File: src/rtl/dmem_pkg.sv
// Shared types and helpers for the RV64 data memory: access size encoding,
// controller states and the read-pipeline stage payload.
package dmem_pkg;

    typedef enum logic [1:0] {
        SZ_B = 2'd0,
        SZ_H = 2'd1,
        SZ_W = 2'd2,
        SZ_D = 2'd3
    } size_e;

    typedef enum logic {
        ST_CLEAR = 1'b0,
        ST_RUN   = 1'b1
    } state_e;

    typedef struct packed {
        logic        err;
        size_e       size;
        logic        uns;
        logic [63:0] raw;
    } rd_stage_t;

    // Byte count minus one; doubles as the low-address alignment mask.
    function automatic logic [2:0] size_mask(input size_e size);
        case (size)
            SZ_B:    return 3'd0;
            SZ_H:    return 3'd1;
            SZ_W:    return 3'd3;
            default: return 3'd7;
        endcase
    endfunction

    function automatic logic is_misaligned(input logic [2:0] addr_lo, input size_e size);
        return |(addr_lo & size_mask(size));
    endfunction

endpackage

File: src/rtl/dmem_if.sv
// Request/response bus between the MEM stage (master) and the data memory (slave).
interface dmem_if;
    import dmem_pkg::*;

    logic        req_valid;
    logic        req_ready;
    logic        req_write;
    size_e       req_size;
    logic        req_unsigned;
    logic [63:0] req_addr;
    logic [63:0] req_wdata;
    logic        rsp_valid;
    logic [63:0] rsp_rdata;
    logic        rsp_err;

    modport master (
        output req_valid, req_write, req_size, req_unsigned, req_addr, req_wdata,
        input  req_ready, rsp_valid, rsp_rdata, rsp_err
    );

    modport slave (
        input  req_valid, req_write, req_size, req_unsigned, req_addr, req_wdata,
        output req_ready, rsp_valid, rsp_rdata, rsp_err
    );

endinterface

File: src/rtl/dmem_load_extend.sv
// Sign/zero extension of a right-justified load datum to 64 bits.
module dmem_load_extend
    import dmem_pkg::*;
(
    input  logic [63:0] raw_i,
    input  size_e       size_i,
    input  logic        unsigned_i,
    output logic [63:0] ext_o
);

    always_comb begin
        ext_o = raw_i;
        case (size_i)
            SZ_B:    ext_o = {{56{raw_i[7]  & ~unsigned_i}}, raw_i[7:0]};
            SZ_H:    ext_o = {{48{raw_i[15] & ~unsigned_i}}, raw_i[15:0]};
            SZ_W:    ext_o = {{32{raw_i[31] & ~unsigned_i}}, raw_i[31:0]};
            default: ext_o = raw_i;
        endcase
    end

endmodule

File: src/rtl/dmem_ctrl.sv
// Handshaked RV64 data memory with post-reset clear sweep and configurable read latency.
// Define DMEM_PROBE_EN to build the registered probe taps; otherwise probe_data is 0.
module dmem_ctrl
    import dmem_pkg::*;
#(
    parameter int unsigned DEPTH_BYTES  = 512,
    parameter int unsigned READ_LATENCY = 1,
    parameter int unsigned NUM_PROBES   = 4,
    parameter int unsigned PROBE_BASE   = 256,
    parameter int unsigned PROBE_STRIDE = 8
) (
    input  logic                    clk,
    input  logic                    reset,
    dmem_if.slave                   bus,
    output logic [8*NUM_PROBES-1:0] probe_data
);

    localparam int unsigned WORDS = DEPTH_BYTES / 8;
    localparam int unsigned WAW   = (WORDS > 1) ? $clog2(WORDS) : 1;

    state_e         state_q, state_d;
    logic [WAW-1:0] clear_ptr_q, clear_ptr_d;
    logic [63:0]    mem_q [WORDS];

    logic           accept;
    logic           req_err;
    logic [2:0]     lane;
    logic [WAW-1:0] widx;
    logic [64:0]    end_addr;
    logic [7:0]     be_base;
    logic [7:0]     be;
    logic [63:0]    wdata_sh;
    logic [63:0]    rd_raw;

    assign accept   = bus.req_valid & bus.req_ready;
    assign lane     = bus.req_addr[2:0];
    assign widx     = bus.req_addr[WAW+2:3];
    assign end_addr = {1'b0, bus.req_addr} + 65'(size_mask(bus.req_size)) + 65'd1;
    assign req_err  = is_misaligned(bus.req_addr[2:0], bus.req_size)
                    | (end_addr > 65'(DEPTH_BYTES));

    always_comb begin
        be_base = 8'h01;
        case (bus.req_size)
            SZ_B:    be_base = 8'h01;
            SZ_H:    be_base = 8'h03;
            SZ_W:    be_base = 8'h0F;
            default: be_base = 8'hFF;
        endcase
    end

    // Aligned accesses never straddle a 64-bit word, so a lane shift suffices.
    assign be       = be_base << lane;
    assign wdata_sh = bus.req_wdata << {lane, 3'b000};
    assign rd_raw   = mem_q[widx] >> {lane, 3'b000};

    always_comb begin
        state_d     = state_q;
        clear_ptr_d = clear_ptr_q;
        case (state_q)
            ST_CLEAR: begin
                clear_ptr_d = clear_ptr_q + WAW'(1);
                if (clear_ptr_q == WAW'(WORDS - 1)) begin
                    clear_ptr_d = '0;
                    state_d     = ST_RUN;
                end
            end
            default: ;
        endcase
    end

    always_ff @(posedge clk) begin
        if (reset) begin
            state_q     <= ST_CLEAR;
            clear_ptr_q <= '0;
        end else begin
            state_q     <= state_d;
            clear_ptr_q <= clear_ptr_d;
        end
    end

    assign bus.req_ready = (state_q == ST_RUN) & ~reset;

    always_ff @(posedge clk) begin
        if (state_q == ST_CLEAR) begin
            mem_q[clear_ptr_q] <= '0;
        end else if (accept && bus.req_write && !req_err) begin
            for (int k = 0; k < 8; k++) begin
                if (be[k]) mem_q[widx][8*k +: 8] <= wdata_sh[8*k +: 8];
            end
        end
    end

    // Read pipeline: p0 captures memory at acceptance; p1/p2 add latency.
    logic      vld_p0_q, vld_p1_q, vld_p2_q;
    rd_stage_t rd_p0_q, rd_p1_q, rd_p2_q;
    logic      vld_fin;
    rd_stage_t rd_fin;
    logic [63:0] ext_data;

    always_ff @(posedge clk) begin
        if (reset) begin
            vld_p0_q <= 1'b0;
            vld_p1_q <= 1'b0;
            vld_p2_q <= 1'b0;
        end else begin
            vld_p0_q <= accept & (~bus.req_write | req_err);
            vld_p1_q <= vld_p0_q;
            vld_p2_q <= vld_p1_q;
        end
    end

    always_ff @(posedge clk) begin
        rd_p0_q <= '{err: req_err, size: bus.req_size, uns: bus.req_unsigned, raw: rd_raw};
        rd_p1_q <= rd_p0_q;
        rd_p2_q <= rd_p1_q;
    end

    always_comb begin
        vld_fin = vld_p0_q;
        rd_fin  = rd_p0_q;
        case (READ_LATENCY)
            1:       begin vld_fin = vld_p0_q; rd_fin = rd_p0_q; end
            2:       begin vld_fin = vld_p1_q; rd_fin = rd_p1_q; end
            default: begin vld_fin = vld_p2_q; rd_fin = rd_p2_q; end
        endcase
    end

    // Final stage
    dmem_load_extend u_ext (
        .raw_i      (rd_fin.raw),
        .size_i     (rd_fin.size),
        .unsigned_i (rd_fin.uns),
        .ext_o      (ext_data)
    );

    assign bus.rsp_valid = vld_fin;
    assign bus.rsp_err   = vld_fin & rd_fin.err;
    assign bus.rsp_rdata = (vld_fin & ~rd_fin.err) ? ext_data : '0;

`ifdef DMEM_PROBE_EN
    logic [8*NUM_PROBES-1:0] probe_q;

    always_ff @(posedge clk) begin
        if (reset) begin
            probe_q <= '0;
        end else begin
            for (int k = 0; k < int'(NUM_PROBES); k++) begin
                probe_q[8*k +: 8] <=
                    mem_q[WAW'((PROBE_BASE + k*PROBE_STRIDE) >> 3)][8*((PROBE_BASE + k*PROBE_STRIDE) & 7) +: 8];
            end
        end
    end

    assign probe_data = probe_q;
`else
    assign probe_data = '0;
`endif

endmodule

File: src/flat_wrapper.sv
// flat-port wrapper written by rule: the top's interface ports become plain ports
module dmem_ctrl_flat import dmem_pkg::*;
#(
    parameter int unsigned DEPTH_BYTES  = 512,
    parameter int unsigned READ_LATENCY = 1,
    parameter int unsigned NUM_PROBES   = 4,
    parameter int unsigned PROBE_BASE   = 256,
    parameter int unsigned PROBE_STRIDE = 8
)
  (clk, reset, probe_data, bus_req_valid, bus_req_write, bus_req_size, bus_req_unsigned, bus_req_addr, bus_req_wdata, bus_req_ready, bus_rsp_valid, bus_rsp_rdata, bus_rsp_err);
  dmem_if bus_i ();
  input  logic clk;
  input  logic reset;
  output logic [8*NUM_PROBES-1:0] probe_data;
  input wire logic [$bits(bus_i.req_valid)-1:0] bus_req_valid;
  input wire logic [$bits(bus_i.req_write)-1:0] bus_req_write;
  input wire logic [$bits(bus_i.req_size)-1:0] bus_req_size;
  input wire logic [$bits(bus_i.req_unsigned)-1:0] bus_req_unsigned;
  input wire logic [$bits(bus_i.req_addr)-1:0] bus_req_addr;
  input wire logic [$bits(bus_i.req_wdata)-1:0] bus_req_wdata;
  output wire logic [$bits(bus_i.req_ready)-1:0] bus_req_ready;
  output wire logic [$bits(bus_i.rsp_valid)-1:0] bus_rsp_valid;
  output wire logic [$bits(bus_i.rsp_rdata)-1:0] bus_rsp_rdata;
  output wire logic [$bits(bus_i.rsp_err)-1:0] bus_rsp_err;
  assign bus_i.req_valid = bus_req_valid;
  assign bus_i.req_write = bus_req_write;
  assign bus_i.req_size = bus_req_size;
  assign bus_i.req_unsigned = bus_req_unsigned;
  assign bus_i.req_addr = bus_req_addr;
  assign bus_i.req_wdata = bus_req_wdata;
  assign bus_req_ready = bus_i.req_ready;
  assign bus_rsp_valid = bus_i.rsp_valid;
  assign bus_rsp_rdata = bus_i.rsp_rdata;
  assign bus_rsp_err = bus_i.rsp_err;
  dmem_ctrl #(.DEPTH_BYTES(DEPTH_BYTES), .READ_LATENCY(READ_LATENCY), .NUM_PROBES(NUM_PROBES), .PROBE_BASE(PROBE_BASE), .PROBE_STRIDE(PROBE_STRIDE)) u_core (.clk(clk), .reset(reset), .bus(bus_i), .probe_data(probe_data));
endmodule
File: config.mk
export PLATFORM = sky130hd
export DESIGN_NAME = dmem_ctrl_flat
export DESIGN_NICKNAME = d
export VERILOG_FILES = /design/src/rtl/dmem_pkg.sv /design/src/rtl/dmem_if.sv /design/src/rtl/dmem_load_extend.sv /design/src/rtl/dmem_ctrl.sv /design/src/flat_wrapper.sv
export SDC_FILE = /design/constraint.sdc
export NUM_CORES = 2
export LEC_CHECK = 0
export BUFFER_PORTS_ARGS = -buffer_cell sky130_fd_sc_hd__buf_2
export CAP_MARGIN = 20
export CORE_ASPECT_RATIO = 0.5
export CORE_MARGIN = 2
export CORE_UTILIZATION = 55
export CTS_CLUSTER_SIZE = 28
export DETAILED_ROUTE_END_ITERATION = 10
export PLACE_DENSITY = 0.71
export REMOVE_ABC_BUFFERS = 1
export SLEW_MARGIN = 20
export SYNTH_ARGS = -nofsm -noshare
export SYNTH_HDL_FRONTEND = slang
export SYNTH_HIERARCHICAL = 1
export SYNTH_SLANG_ARGS = --single-unit
File: constraint.sdc
create_clock -name clk -period 10.1 [get_ports clk]
set_clock_uncertainty 0.05 [all_clocks]
set_input_delay 1.01 -clock clk [delete_from_list [all_inputs] [get_ports clk]]
set_output_delay 1.01 -clock clk [all_outputs]
set_load 0.005 [all_outputs]
# Word-level counts from Yosys, hierarchy flattened
# Memories as Yosys holds them, arrays and structs flattened.
# Index checks and enable logic that the tools add are counted.
# Widths: inputs -> output; s select.
# word_totals
register_bits,76
ram_bits,4096
input_bits,135
out_inout_bits,99
word_cells,85
n_memories,1
# mem_list
name,words,word_bits,rd,rd_clocked_by_memory_dff,wr,line_no,source
u_core.mem_q,64,64,1,0,1,dmem_ctrl.sv:23,logic [63:0] mem_q [WORDS];
# op_classes
add_sub_neg,3
order_cmp,1
eq_ne,5
n_shift,3
mux,43
bitwise_logic,15
n_reduce_logical,7
# op_table
operator,n
$pmux 64 s3,1
$mux 64,2
$add 64x3->65,1
$add 65x1->65 const B,1
$gt 65x10->1 const B,1
$reduce_or 64->1,1
$shl 64x6->64,1
$shr 64x6->64,1
$mux 1,35
$pmux 8 s3,1
$mux 6,2
$pmux 3 s3,1
$and 1x1->1,8
$mux 8,1
$shl 8x3->8,1
$add 6x1->6 const B,1
$eq 6x6->1 const B,1
$eq 2x1->1 const B,2
$eq 2x2->1 const B,2
$logic_not 2->1,2
$not 1->1,4
$and 3x3->3,1
$reduce_or 3->1,1
$logic_and 1x1->1,2
other kinds (2),3

# Longest topological paths before layout
# depth
depth_word,13
depth_mapped,19
ltp_nobuf,14

# Cells and area by module
# The synthesis kept the hierarchy.
# by_module_without_submodules
mod,n_inst,cells_per_inst,area_each_um2,seq_area_each_um2
dmem_ctrl,1,7699,166195.6,124519.4
dmem_load_extend,1,150,853.3,0.0

# Least setup slack after synthesis
# Ideal clock, no wire load.
# synth_timing
kind,in2reg
from,input bus_req_addr[0]
to,memory u_core.mem_q[0][32] (data pin)
setup_ns,0.516
t_arrival_ns,6.819
required_ns,9.534
slack_ns,2.715
cell_stages,18
n_path_buf,5
path_cell_list,inv_1 -> clkbuf_1 -> clkbuf_1 -> ha_1 -> inv_1 -> fa_1 -> a21oi_1 -> nor4_4 -> nand3_1 -> or4_1 -> a211oi_1 -> nand4_1 -> or4_1 -> nor4b_2 -> buf_4 -> buf_4 -> buf_2 -> nor2b_1
# synth_between
elab_chain_len,11
elab_cells_between_ends,44
classes_between,2 x add/sub; 1 x order compare; 2 x shift; 33 x mux; 2 x bitwise; 4 x reduce/logical
# synth_lines
element,line_no,source
from (decl),flat_wrapper.sv:19,input wire logic [$bits(bus_i.req_addr)-1:0] bus_req_addr;
$add 64x3->65,dmem_ctrl.sv:38,"assign end_addr = {1'b0, bus.req_addr} + 65'(size_mask(bus.req_size)) + 65'd1;"
$add 65x1->65,dmem_ctrl.sv:38,
$gt 65x10->1,dmem_ctrl.sv:40,| (end_addr > 65'(DEPTH_BYTES));
$or 1x1->1,dmem_ctrl.sv:40,
$logic_not 1->1,dmem_ctrl.sv:87,end else if (accept && bus.req_write && !req_err) begin
$logic_and 1x1->1,dmem_ctrl.sv:87,
$mux 1,dmem_ctrl.sv:87,
$mux 1,dmem_ctrl.sv:85,if (state_q == ST_CLEAR) begin
$mux 1 (not written as such),dmem_ctrl.sv:89,if (be[k]) mem_q[widx][8*k +: 8] <= wdata_sh[8*k +: 8];
$reduce_or 64->1 (no source line),--,
$mux 64 (no source line) (*),--,
to (decl),dmem_ctrl.sv:23,
# Mark *: on every way between the ends. The rest lies on a longest branch, timed or not.

# Final worst setup path
# layout_timing
from,input bus_req_addr[0]
to,memory u_core.mem_q[34][41] (enable)
# layout_between
elab_chain_len,11
elab_cells_between_ends,44
classes_between,2 x add/sub; 1 x order compare; 1 x shift; 34 x mux; 2 x bitwise; 4 x reduce/logical
# layout_lines
element,line_no
$add 64x3->65,dmem_ctrl.sv:38
$add 65x1->65,dmem_ctrl.sv:38
$gt 65x10->1,dmem_ctrl.sv:40
$or 1x1->1,dmem_ctrl.sv:40
$logic_not 1->1,dmem_ctrl.sv:87
$logic_and 1x1->1,dmem_ctrl.sv:87
$mux 1,dmem_ctrl.sv:87
$mux 1,dmem_ctrl.sv:85
$mux 1 (not written as such),dmem_ctrl.sv:89
$reduce_or 64->1 (no source line),--
$mux 6 (no source line) or $mux 8 (tied branches),--
# Several ways; a longest one is shown, not always the timed one.

==> results by group <==
Outcome
  • Status: finished, final reports clean

Clocking
  • Gates resized, CTS repair: 0
  • Post-CTS setup buffer count: 0
  • Cts bufs inserted: 358
  • Clock transition at path regs: 0.07 ns
  • H-tree Lvls: 5
  • CTS tree: done
  • Clk root buf: clkbuf_16
  • Post-CTS Hold Fix Bufs: 0
  • Clk sinks: 4172
  • Worst-Skew Late Latency: 0.94 ns
  • CTS Buffer Depth: 4

Yosys
  • Area leader, netlist: edfxtp_1
  • Synth top area share: 73.63%
  • Yosys warnings: 6
  • Unique cell type count in the Yosys netlist: 77
  • Synth top area cells: edfxtp_1, mux4_2, nor2_1, dfxtp_1, clkbuf_1
  • Post-synthesis cell area: 167000 um2
  • Async SR Flop Fraction: 0%
  • Cell count after synthesis: 7849
  • Mean Syn Cell Area: 21.28 um2
  • Synthesis-stage register bit count: 4172
  • Synth Flop Type: edfxtp_1
  • Sequential cell area fraction in the yosys report: 74.54%
  • Post-synth EDFFs: 4096

Timing
  • Pins Over Slew Limit: 0
  • Final period utilization: 77.08%
  • Final hold vios: 0
  • Setup Viol. Count Final: 0
  • Maximum clock rate: 0.1284 GHz
  • RSZ-0062 raised after global routing: false
  • Setup TNS: 0 ns
  • Worst slew pin tran: 1.310 ns
  • Relative slew margins: 12.65%
  • Crit path time final: 7.785 ns

Setup path
  • RR Startpoint: u_core/state_q$_SDFF_PP0_
  • Required @ worst endpoint: 10.59 ns
  • Crit-path max FO: 37
  • Kind of start point of the critical path: primary input
  • Critical setup path kind: in -> reg
  • CP arrival: 8.28 ns
  • Setup crit end kind: flip-flop
  • CP startpoint: bus_req_addr[0]

Final layout
  • Commonest cells after routing, fill and taps aside: edfxtp_1, mux4_2, nor2_1
  • Fill cell count: 20300
  • Design Area, Final: 186400 um2
  • Final #Nets: 8323
  • Share of cells above drive strength 1: 30.06%
  • Area grow syn2layout: 11.61%
  • Most common cell after layout, fill and taps aside: edfxtp_1

Place
  • Dpl hpwl: 297000 um
  • Area post-placement: 174800 um2
  • GPL Wtd Cong: 0.9746
  • I/O Buffers: 201

Worst hold path
  • Hold_sp: bus_req_unsigned
  • Hold Crit Class: in -> reg

Floorplan
  • Die Wd: 783.4 um
  • Core area: 302900 um2
  • Die Y: 393.7 um
  • Row Count: 143
  • Starting density of the core: 55.15%
  • Die area: 308400 um2
  • IO Count: 234

Routing
  • DR vias: 85350
  • DRC viols: 0
  • Final WL: 456600 um
  • Mean number of vias per cell: 6.791
  • Final ANT Viol Nets: 0
  • WL per Instance: 36.33 um
  • Length of the first detailed-routing pass in iterations: 10
  • Initial DRC Count: 12570

Global route
  • Antenna violations before repair: 53
  • Grt ovf: 0
  • Number of global-route vias before repair: 82620
  • Overall routing resource usage: 29.54%
  • First-pass GRT wire length: 640000 um
  • Largest net degree at the start of global routing: 164

Pwr
  • Power per cell area: 181.6 nW/um2
  • P_leak: 57.82 nW
  • Max rail drop VDD: 0.1323 mV

Job
  • Max-Cap Viols: 0
-- final timing paths --
check                                                 endpoint  slack, ns  depth (start not counted)
worst max-delay path            u_core/mem_q[34][41]$_DFFE_PP_       2.31                         17
worst min-delay path                 u_core/rd_fin[64]$_DFF_P_       0.12                          1
worst max register to register  u_core/mem_q[34][41]$_DFFE_PP_       3.20                          9
worst min register to register       u_core/state_q$_SDFF_PP0_       0.59                          2
-- worst max-delay path, cell delays in order --
cell and delay (ns):
buf_4 0.30, inv_1 0.11, ha_1 0.27, inv_1 0.12
fa_1 0.22, a21oi_1 0.35, nor4_4 0.54, nand3_1 0.35
or4_1 0.60, a211oi_1 0.28, nand4_1 0.17, or4_1 0.70
nor4b_4 0.60, buf_12 0.42, buf_4 0.57, mux2i_4 1.10
nor2_1 0.47
-- cell type report --
cell class,count,area (um2),area share (%)
flip-flops and latches,4172,124500,66.79
clock buffers,430,9430,5.058
well taps,4060,5080,2.725
diodes,46,115.1,0.06174
inverters,16,60.06,0.03221
repair buffers,461,3603,1.933
clock inverters,211,1946,1.044
multi-input cells,3173,41690,22.36
-- layer usage --
metal / global-route usage [%] / vias to the layer above / part of all wire, %
li1: - / 33430 / -
met1: 40.72 / 45320 / 36
met2: 44.29 / 5700 / 46
met3: 9.090 / 861 / 13
met4: 12.93 / 42 / 5.2
met5: 0.2617 / - / 0.083
-- cell usage after synthesis (4+ instances only) --
master        n
edfxtp_1   4096
mux4_2     1349
nor2_1      784
clkbuf_1    313
nand2_1     145
buf_1       140
mux2i_1     116
and2_1       83
a21oi_1      81
dfxtp_1      76
nand3_1      74
mux2_2       68
o21ai_0      53
buf_4        46
o211ai_1     41
nor2b_1      36
and3_1       31
nand4_1      23
a22oi_1      17
a211oi_1     16
buf_2        16
nor3_1       14
o22ai_1      14
inv_1        12
or3_1        12
o31a_1       11
o31ai_1      11
xor2_1       10
nand3b_1      9
nor4_1        9
o22a_1        9
a222oi_1      8
o21a_1        8
o221ai_1      8
o311ai_0      8
or4_1         8
xnor2_1       7
nand2b_1      6
o21ai_1       6
ha_1          5
a2111oi_0     4
a21oi_2       4
buf_6         4
-- sequential cells by signal, summed over array words and instances (netlist names) --
signal                flops
u_core/mem_q           4096
u_core/rd_fin            68
u_core/clear_ptr_q        6
u_core/bus.rsp_valid      1
u_core/state_q            1
-- power by group --
part | switching [mW] | internal, mW
registers | 0.0430 | 18.8
logic | 0.823 | 0.485
clock network | 6.15 | 7.52
total | 7.01 | 26.9
-- metrics by stage --
step / setup slack [ns] / hold WS [ns] / instances / util (%) / total power, mW
6_report: 2.315 / 0.1221 / 12570 / 61.55 / 33.87
5_1_grt: 2.235 / 0.1220 / 12540 / 61.52 / 34.71
4_1_cts: 2.491 / 0.1033 / 12520 / 61.46 / 33.98
3_5_place_dp: 1.567 / 0.5660 / 11880 / 57.70 / 20.55
3_3_place_gp: 1.299 / 0.5640 / 11850 / 57.52 / 20.53
2_1_floorplan: -4.225 / 0.5039 / 7361 / - / 19.83
-- cell families (layout without fill, tap and decap cells) --
group	Yosys count	after routing	share of synthesized area (%)
buffers and inverters	535	1118	1.335
AND/OR/NAND/NOR	1259	1259	3.327
flip-flops	4172	4172	74.54
multiplexers	1534	1534	19.35
XOR/XNOR	17	17	0.08913
AO/OA/AOI/OAI	325	325	1.309
adder cells (fa/ha/maj)	6	6	0.04943
other	1	78	0.002245
(Power assumes the default switching activity.)
